--- src/rtl/sipo_deserializer.sv ---
// Serial-in, parallel-out deserializer: LSB-first framed bit stream assembled
// into WIDTH-bit words with a valid/ready output register and sticky overrun.
module sipo_deserializer #(
  parameter int unsigned WIDTH = 4
) (
  input  logic             clk,
  input  logic             reset,
  input  logic             in,
  input  logic             in_valid,
  input  logic             start,
  input  logic             out_ready,
  output logic [WIDTH-1:0] out,
  output logic             out_valid,
  output logic             busy,
  output logic             overrun
);

  localparam int unsigned CW = $clog2(WIDTH + 1);
  localparam logic [CW-1:0] LAST = CW'(WIDTH - 1);

  typedef enum logic {
    IDLE  = 1'b0,
    SHIFT = 1'b1
  } state_t;

  state_t           state_q, state_d;
  logic [CW-1:0]    count_q, count_d;
  logic [WIDTH-1:0] sreg_q, sreg_d;
  logic [WIDTH-1:0] out_q, out_d;
  logic             out_valid_q, out_valid_d;
  logic             overrun_q, overrun_d;

  logic [WIDTH-1:0] shifted;
  logic [WIDTH-1:0] fresh;
  logic [WIDTH-1:0] word;
  logic             complete;

  // Frame assembly: bits enter at the MSB and move down, so after WIDTH
  // shifts the first serial bit lands in bit 0.
  always_comb begin
    state_d  = state_q;
    count_d  = count_q;
    sreg_d   = sreg_q;
    complete = 1'b0;

    shifted             = sreg_q >> 1;
    shifted[WIDTH-1]    = in;
    fresh               = '0;
    fresh[WIDTH-1]      = in;
    word                = shifted;

    if (in_valid) begin
      if (start) begin
        // A start bit always begins a new frame, aborting any partial one.
        if (WIDTH == 1) begin
          complete = 1'b1;
          word     = fresh;
          sreg_d   = fresh;
          count_d  = '0;
          state_d  = IDLE;
        end else begin
          sreg_d  = fresh;
          count_d = CW'(1);
          state_d = SHIFT;
        end
      end else if (state_q == SHIFT) begin
        sreg_d = shifted;
        if (count_q == LAST) begin
          complete = 1'b1;
          count_d  = '0;
          state_d  = IDLE;
        end else begin
          count_d = count_q + CW'(1);
        end
      end
    end
  end

  // Output holding register: a completed word is dropped (and flagged) only
  // when the previous word is still pending and not being accepted.
  always_comb begin
    out_d       = out_q;
    out_valid_d = out_valid_q;
    overrun_d   = overrun_q;

    if (complete) begin
      if (!out_valid_q || out_ready) begin
        out_d       = word;
        out_valid_d = 1'b1;
      end else begin
        overrun_d = 1'b1;
      end
    end else if (out_valid_q && out_ready) begin
      out_valid_d = 1'b0;
    end
  end

  always_ff @(posedge clk) begin
    if (reset) begin
      state_q     <= IDLE;
      count_q     <= '0;
      sreg_q      <= '0;
      out_q       <= '0;
      out_valid_q <= 1'b0;
      overrun_q   <= 1'b0;
    end else begin
      state_q     <= state_d;
      count_q     <= count_d;
      sreg_q      <= sreg_d;
      out_q       <= out_d;
      out_valid_q <= out_valid_d;
      overrun_q   <= overrun_d;
    end
  end

  assign out       = out_q;
  assign out_valid = out_valid_q;
  assign busy      = (state_q == SHIFT);
  assign overrun   = overrun_q;

endmodule

--- config.mk ---
export PLATFORM = sky130hd
export DESIGN_NAME = sipo_deserializer
export DESIGN_NICKNAME = d
export VERILOG_FILES = /design/src/rtl/sipo_deserializer.sv
export SDC_FILE = /design/constraint.sdc
export NUM_CORES = 1
export LEC_CHECK = 0
export BUFFER_PORTS_ARGS = -buffer_cell sky130_fd_sc_hd__buf_2
export CAP_MARGIN = 30
export CORE_MARGIN = 4
export CORE_UTILIZATION = 40
export CTS_CLUSTER_DIAMETER = 150
export CTS_CLUSTER_SIZE = 20
export DETAILED_ROUTE_END_ITERATION = 10
export REMOVE_ABC_BUFFERS = 1
export SLEW_MARGIN = 10
export SYNTH_ARGS = -nofsm -noshare
export SYNTH_HDL_FRONTEND = slang
export SYNTH_SLANG_ARGS = --single-unit
--- constraint.sdc ---
create_clock -name clk -period 2.8 [get_ports clk]
set_clock_uncertainty 0.05 [all_clocks]
set_input_delay 0.42 -clock clk [delete_from_list [all_inputs] [get_ports clk]]
set_output_delay 0.42 -clock clk [all_outputs]
set_load 0.01 [all_outputs]
# ---- Word-level counts from Yosys, hierarchy flattened
# Index checks and enable logic that the tools add are counted.
dict set report totals {
  register_bits 14
  out_inout_bits 7
  input_bits 6
  elab_cells 34
}
dict set report classes {
  mux 15
  reduce_logical 9
  add_sub_neg 1
  eq_ne 2
  bitwise_logic 1
}
# operator n
set op_table {}
lappend op_table {{2-to-1 mux 1 bit} 10}
lappend op_table {{2-to-1 mux 3 bit} 3}
lappend op_table {{2-to-1 mux 4 bit} 2}
lappend op_table {{AND reduction 2 bit} 4}
lappend op_table {{nonzero test 2 bit} 2}
lappend op_table {{adder 3 x 1 -> 3 bit, second input constant} 1}
lappend op_table {{== test 3 x 2 -> 1 bit, second input constant} 1}
lappend op_table {{inequality test 2 x 1 -> 1 bit, second input constant} 1}
lappend op_table {{logical AND 1 bit} 1}
lappend op_table {{logical NOT 1 bit} 1}
lappend op_table {{logical OR 1 bit} 1}
lappend op_table {{NOT 1 bit} 1}

# ---- Logic depth before layout (Yosys ltp)
# Gate-level depths: netlist (run 1).
dict set report depth {
  depth_word 7
  ltp_mapped 5
  mapped_depth_nobuf 4
}

# ---- Worst setup path after synthesis (run 1)
# Ideal clock, no wire load.
dict set report synth_path {
  path_type {flip-flop to flip-flop}
  startpoint {register count_q[0]}
  endpoint {register out_q[0], in the netlist out[0]}
  stages_incl_launch_ff 6
  n_path_buf 1
  setup_time_ns 0.072
  required_ns 2.678
  slack_ns 1.493
  arrival_ns 1.185
  period_less_slack_ns 1.307
  cell_sequence {dfxtp_1 -> ha_1 -> nor2b_1 -> and3b_1 -> buf_6 -> mux2i_1}
}
dict set report synth_between {
  elab_chain_len 6
}
# element line_no
set synth_lines {}
lappend synth_lines {{start: declaration} 27} ;# logic [CW-1:0] count_q, count_d;
lappend synth_lines {{start signal: assignment} 108} ;# count_q <= count_d;
lappend synth_lines {{== test 3 x 2 -> 1 bit} 68} ;# if (count_q == LAST) begin
lappend synth_lines {{2-to-1 mux 1 bit} 68}
lappend synth_lines {{2-to-1 mux 1 bit} 66} ;# end else if (state_q == SHIFT) begin
lappend synth_lines {{2-to-1 mux 1 bit} 53} ;# if (start) begin
lappend synth_lines {{2-to-1 mux 1 bit} 52} ;# if (in_valid) begin
lappend synth_lines {{AND reduction 2 bit (no line)} -}
lappend synth_lines {{end signal: assignment} 110} ;# out_q <= out_d;
lappend synth_lines {{end: declaration} 29} ;# logic [WIDTH-1:0] out_q, out_d;
# Every way passes these cells.
# A chain may end at the register's enable or synchronous reset.

# ---- Worst setup path after layout (run 1)
dict set report layout_path {
  startpoint {register count_q[0]}
  endpoint {register out_q[3], in the netlist out[3]}
}
# The elaborated chain is that of the path after synthesis.

==> results of run 1 <==
-- metal layers --
metal / global-route usage [%] / part of all wire [%] / vias up
met1: 14.6 / 46 / 194
met3: 3.59 / 7.7 / 2
met2: 12.7 / 44 / 12
met4: 8.77 / 1.3 / 0
li1: - / - / 215
met5: 0 / 0 / -
-- cell type report --
type	count	area (um^2)	share of cell area, %
clock inverter	1	5.00	0.792
tap	15	18.8	2.97
multi-input combinational	38	265	42.0
clock buffer	3	22.5	3.56
timing repair buffer	12	60.1	9.50
sequential	13	260	41.2
-- per-stage QoR --
| step | instance area [um^2] | util (%) | power [mW] | worst slack, ps | hold WS, ps |
|---|---|---|---|---|---|
| final | 632 | 48.6 | 0.326 | 1280 | 325 |
| after global routing | 632 | 48.6 | 0.341 | 1140 | 319 |
| after CTS | 632 | 48.6 | 0.333 | 1260 | 310 |
| after detailed placement | 604 | 46.4 | 0.217 | 1200 | 413 |
| after global placement | 604 | 46.4 | 0.217 | 1210 | 408 |
| after floorplan | 526 | - | 0.207 | 1470 | 384 |
-- Yosys cell counts (all sizes together) --
library cell	instances
and3b	2
a31oi	1
a211oi	1
mux2	1
nor2	7
nor2b	2
mux2i	5
o21ai	1
buf	2
nand2b	9
dfxtp	13
a22oi	4
a21oi	2
clkbuf	1
a21o	1
nand3b	1
ha	1
-- flip-flops by register name, summed over array words and instances, names as in the netlist --
signal	cells
out_valid	1
overrun	1
count_q	3
busy	1
out	4
sreg_q	3
-- kinds of logic after synthesis --
| family | share of synthesized area (%) |
|---|---|
| AO/OA/AOI/OAI | 12.9 |
| multiplexers | 11.1 |
| flip-flops | 47.2 |
| buffers and inverters | 4.76 |
| adder cells (fa/ha/maj) | 2.27 |
| AND/OR/NAND/NOR | 21.8 |
-- report_power, final --
group          switching [mW]  total, mW  internal [mW]
combinational          0.0109     0.0220         0.0110
clock                  0.0606      0.114         0.0529
sequential            0.00267      0.191          0.188
total                  0.0742      0.326          0.252
-- worst min path at each step --
stage	end	depth (start not counted)
2_1_floorplan	count_q[2]$_SDFFE_PP0P_	2
3_3_place_gp	count_q[2]$_SDFFE_PP0P_	2
3_5_place_dp	out[0]$_SDFFE_PP0P_	2
4_1_cts	count_q[2]$_SDFFE_PP0P_	2
5_1_grt	count_q[2]$_SDFFE_PP0P_	2
6_report	count_q[2]$_SDFFE_PP0P_	2
-- critical path: cells and delay by family, from the launching register on --
family / cells / cell delay [ps]
fa+ha+maj: 1 / 200
flops: 1 / 350
mux: 1 / 220
simple gates: 2 / 630
==> summary.md, run 1 <==
| Metric | Value |
|---|---|
| Status | `finished, final reports clean` |
| Avg WL per Cell | `11.0 um` |
| WP data required | `2960 ps` |
| Most common cell after layout, fill and taps aside | `dfxtp_1` |
| Non-filler cells, final | `82` |
| Reg2reg path depth | `4` |
| Post-Synthesis Cells | `54` |
| Die width | `45.1 um` |
| CORE AREA | `1300 um^2` |
| MaxCap Viol Count | `0` |
| Die ar. | `2040 um^2` |
| Slowest stage cell, crit path | `dfxtp_1` |
| Critical path arrival | `1680 ps` |
| Sequential share of the synthesized area | `47.2%` |
| Layout area overhead | `14.5%` |
| Final hold vios | `0` |
| Via density | `5.16` |
| Synthesized cell area | `552 um^2` |
| Worst-skew pair later-pin latency | `270 ps` |
| CP max FO | `4` |
| Root buffer cell | `clkbuf_4` |
| Top cell type's share of synthesized area | `47.2%` |
| Drt pass-1 iters | `4` |
| Post-CTS setup buffer count | `0` |
| CP Launch Type | `flop` |
| Total GRT Usage | `10.5%` |
| Worst setup path start | `count_q[0]$_SDFFE_PP0P_` |
| Die Y | `45.1 um` |
| DRT iter0 DRCs | `6` |
| Hold Buf Count CTS | `0` |
| Final ANT Viol Nets | `0` |
| RR Startpoint | `count_q[0]$_SDFFE_PP0P_` |
| Crit path largest cell delay | `350 ps` |
| Routability congestion estimate | `0.678` |
| CTS H-tree lvls | `1` |
| Routed WL | `899 um` |
| TritonCTS clock tree | `built` |
| Fin crit period | `1520 ps` |
| Initial Util | `42.4%` |
| Most frequent cells in the layout | `13 x dfxtp_1, 12 x buf_2, 9 x nand2b_1, 7 x nor2_1, 5 x mux2i_1` |
| FILL cells | `136` |
| Average footprint of a synthesized cell | `10.2 um^2` |
| R2R Setup Slk | `1280 ps` |
| Initial antenna violation count | `0` |
| Cell Rows | `13` |
| Worst-Margin Slew | `373 ps` |
| Final setup violation count | `0` |
| Yosys cell types | `17` |
| DP HPWL | `644 um` |
| Critical Path Sink Type | `flop` |
| RSZ-0062 raised after global routing | `no` |
| Total congestion overflow | `0` |
| R2r endpoint | `out[3]$_SDFFE_PP0P_` |
| Final Max Slew Viols | `0` |
| Placed cell count | `78` |
| Critical path cell sequence | `ha_1 > nor2b_1 > and3b_1 > mux2i_1` |
| Clock sink total | `13` |
| First-pass GRT wire length | `1500 um` |
| Total negative slack | `0 ps` |
| Clock Pin Slew Worst Setup and Hold Paths | `80 ps` |
| Pleak | `0.273 nW` |
| Slew headroom | `74.9%` |
| Ratio of final minimum period to clock period | `54.3%` |
| CP endpoint | `out[3]$_SDFFE_PP0P_` |
| Critical path class | `reg2reg` |
| Largest net degree at the start of global routing | `18` |
| Vias in the first global route | `350` |
| Largest area contributor in the netlist | `dfxtp_1` |
| Post-CTS Resized | `0` |
| Ratio of cells with drive above 1 in the final layout | `26.9%` |
| Pwr per Cell Area | `516 nW/um^2` |
| Max IR drop VDD | `238 uV` |
| Final #Nets | `75` |
| Largest cells by area after synthesis | `dfxtp_1 47%, nand2b_1 10%, mux2i_1 9.1%` |
| Worst Hold Launch | `in_valid` |
| Port bufs | `12` |
| CTS Buf Count | `3` |
| F_max | `0.657 GHz` |
| Drt drc | `0` |
| #FFs+latches synth | `13` |
| Worst Hold Class | `in2reg` |
| Detailed-route via count | `423` |
| Top-Level Pins | `13` |
| Yosys warning total | `0` |
| Diodes inserted | `0` |
| CTS max path bufs | `2` |
Note: power is estimated with default switching activity, not from simulation.
==> run 2: changes to the inputs <==
==> constraint.sdc (replaced) <==
create_clock -name clk -period 1.6 [get_ports clk]
set_clock_uncertainty 0.05 [all_clocks]
set_input_delay 0.24 -clock clk [delete_from_list [all_inputs] [get_ports clk]]
set_output_delay 0.24 -clock clk [all_outputs]
set_load 0.01 [all_outputs]
==> run 2 against run 1 <==
  * Global-route usage rose by 0.15 points
  * Die area unchanged
  * Non-clock buffer count is 1 higher
  * Final area up 0.99%
  * Sequential cell count unchanged
  * Sequential power up 74%
  * Cell count increased by 1.2%
  * Hold slack lost 190 ps
  * Via count fell by 2.1%
  * Clock-buffer cell count is 1 higher
  * Utilization is 0.48 points higher
  * Largest power group unchanged
==> summary.md, run 2 (synthesis results as in run 1) <==
| Metric | Value |
|---|---|
| CTS Buf Count | `3 (unchanged)` |
| Top-Level Pins | `13 (unchanged)` |
| Worst Hold Launch | `in_valid` |
| Total GRT Usage | `10.7% (+0.15 points)` |
| RR Startpoint | `busy$_SDFFE_PP0P_` |
| Pwr per Cell Area | `900 nW/um^2 (+74%)` |
| F_max | `0.714 GHz (+8.6%)` |
| Clock sink total | `13 (unchanged)` |
| Largest net degree at the start of global routing | `18 (unchanged)` |
| Status | `finished, final reports clean` |
| Vias in the first global route | `372 (+6.3%)` |
| DP HPWL | `693 um (+7.6%)` |
| Fin crit period | `1400 ps (-121 ps)` |
| Slew headroom | `74.3% (-0.67 points)` |
| RSZ-0062 raised after global routing | `no` |
| Ratio of cells with drive above 1 in the final layout | `26.5% (-0.40 points)` |
| Final setup violation count | `0 (unchanged)` |
| Critical path class | `reg2reg` |
| Clock Pin Slew Worst Setup and Hold Paths | `70 ps (about the same)` |
| Setup slack after layout | `200 ps (-1080 ps)` |
| Cell family with most CP delay | `simple AND/OR/NAND/NOR gates` |
| Pre-CTS setup slack | `172 ps (-1030 ps)` |
| Power Total | `0.574 mW (+76%)` |
| Die width | `45.1 um (unchanged)` |
| CTS H-tree lvls | `1 (unchanged)` |
| WP buf/inv | `0 (unchanged)` |
| CTS max path bufs | `2 (unchanged)` |
| Total negative slack | `0 ps (unchanged)` |
| Max FFs per register | `4 (unchanged)` |
| Total congestion overflow | `0 (unchanged)` |
| Final Max Slew Viols | `0 (unchanged)` |
| Ratio of final minimum period to clock period | `87.5% (+33 points)` |
| Cell Rows | `13 (unchanged)` |
| Final #Nets | `76 (+1.3%)` |
| Final ANT Viol Nets | `0 (unchanged)` |
| Routed WL | `935 um (+4.0%)` |
| Pleak | `0.276 nW (+1.0%)` |
| Slowest stage cell, crit path | `dfxtp_1` |
| Top cell by count, worst path | `and3b_1` |
| Max IR drop VDD | `627 uV (+160%)` |
| Most frequent cells in the layout | `13 x dfxtp_1, 12 x buf_2, 9 x nand2b_1, 7 x nor2_1, 5 x mux2i_1` |
| Crit path largest cell delay | `380 ps (+30 ps)` |
| Final hold vios | `0 (unchanged)` |
| CP Launch Type | `flop` |
| TritonCTS clock tree | `built` |
| Avg WL per Cell | `11.3 um (+2.8%)` |
| Design area | `638 um^2 (+0.99%)` |
| DRT iter0 DRCs | `5 (-1)` |
| Critical Path Sink Type | `flop` |
| Initial antenna violation count | `0 (unchanged)` |
| Routability congestion estimate | `0.685 (+1.1%)` |
| Initial Util | `42.4% (unchanged)` |
| Post-CTS setup buffer count | `0 (unchanged)` |
| Post-CTS Resized | `0 (unchanged)` |
| Detailed-route via count | `414 (-2.1%)` |
| DP Area | `612 um^2 (+1.2%)` |
| Hold Buf Count CTS | `0 (unchanged)` |
| Root buffer cell | `clkbuf_4` |
| Via density | `4.99 (-3.3%)` |
| Critical path cell sequence | `and3b_1 > and3b_1 > mux2i_1` |
| Port bufs | `12 (unchanged)` |
| Layout area overhead | `15.6%` |
| CORE AREA | `1300 um^2 (unchanged)` |
| Diodes inserted | `0 (unchanged)` |
| Drt pass-1 iters | `3 (-1)` |
| Die ar. | `2040 um^2 (unchanged)` |
| R2r endpoint | `out[0]$_SDFFE_PP0P_` |
| R2R Setup Slk | `200 ps (-1080 ps)` |
| Hold Crit Depth | `2 (unchanged)` |
| Die Y | `45.1 um (unchanged)` |
| MaxCap Viol Count | `0 (unchanged)` |
| Fin util | `49.0% (+0.48 points)` |
| Worst Hold Class | `in2reg` |
| Hold Path Sink | `count_q[2]$_SDFFE_PP0P_` |
| Worst path depth | `3 (-1)` |
| Reg2reg path depth | `3 (-1)` |
| First-pass GRT wire length | `1480 um (-0.94%)` |
| Worst-Margin Slew | `383 ps (+9.92 ps)` |
| Worst-skew pair later-pin latency | `280 ps (about the same)` |
| Most common cell after layout, fill and taps aside | `dfxtp_1` |
| WP data required | `1750 ps (-1210 ps)` |
| Critical path arrival | `1550 ps (-130 ps)` |
| Drt drc | `0 (unchanged)` |
| CP max FO | `8 (+4)` |
[run 2: routing by layer]
metal / up-vias / wire length [um] / GRT usage (%)
li1: 214 / - / -
met3: 5 / 48 / 3.59
met5: - / 0 / 0
met2: 9 / 406 / 15.5
met1: 186 / 447 / 12.6
met4: 0 / 32 / 8.77
[run 2: layout make-up]
class / instances / area (um^2)
well taps: 15 / 18.8
clock buffers: 4 / 26.3
repair buffers: 13 / 67.6
flip-flops and latches: 13 / 260
multi-input cells: 38 / 265
fillers: 133 / 663
[run 2: report_power, final]
group          internal, mW  total, mW  switching (mW)
Combinational        0.0195     0.0384          0.0190
Clock                0.0966      0.203           0.106
Sequential            0.329      0.333         0.00448
[run 2: per-stage QoR]
stage | instances | hold WS (ps)
5_1_grt | 83 | 133
4_1_cts | 83 | 127
6_report | 83 | 135
3_5_place_dp | 79 | 408
2_1_floorplan | 51 | 255
3_3_place_gp | 79 | 404
[run 2: worst max path at each step]
stage	startpoint	to	slack, ps
after global placement	start	out[3]$_SDFFE_PP0P_	200
after CTS	busy$_SDFFE_PP0P_	out[0]$_SDFFE_PP0P_	170
after detailed placement	start	out[0]$_SDFFE_PP0P_	170
after global routing	busy$_SDFFE_PP0P_	out[0]$_SDFFE_PP0P_	100
final	busy$_SDFFE_PP0P_	out[0]$_SDFFE_PP0P_	200
after floorplan	count_q[0]$_SDFFE_PP0P_	out[0]$_SDFFE_PP0P_	270
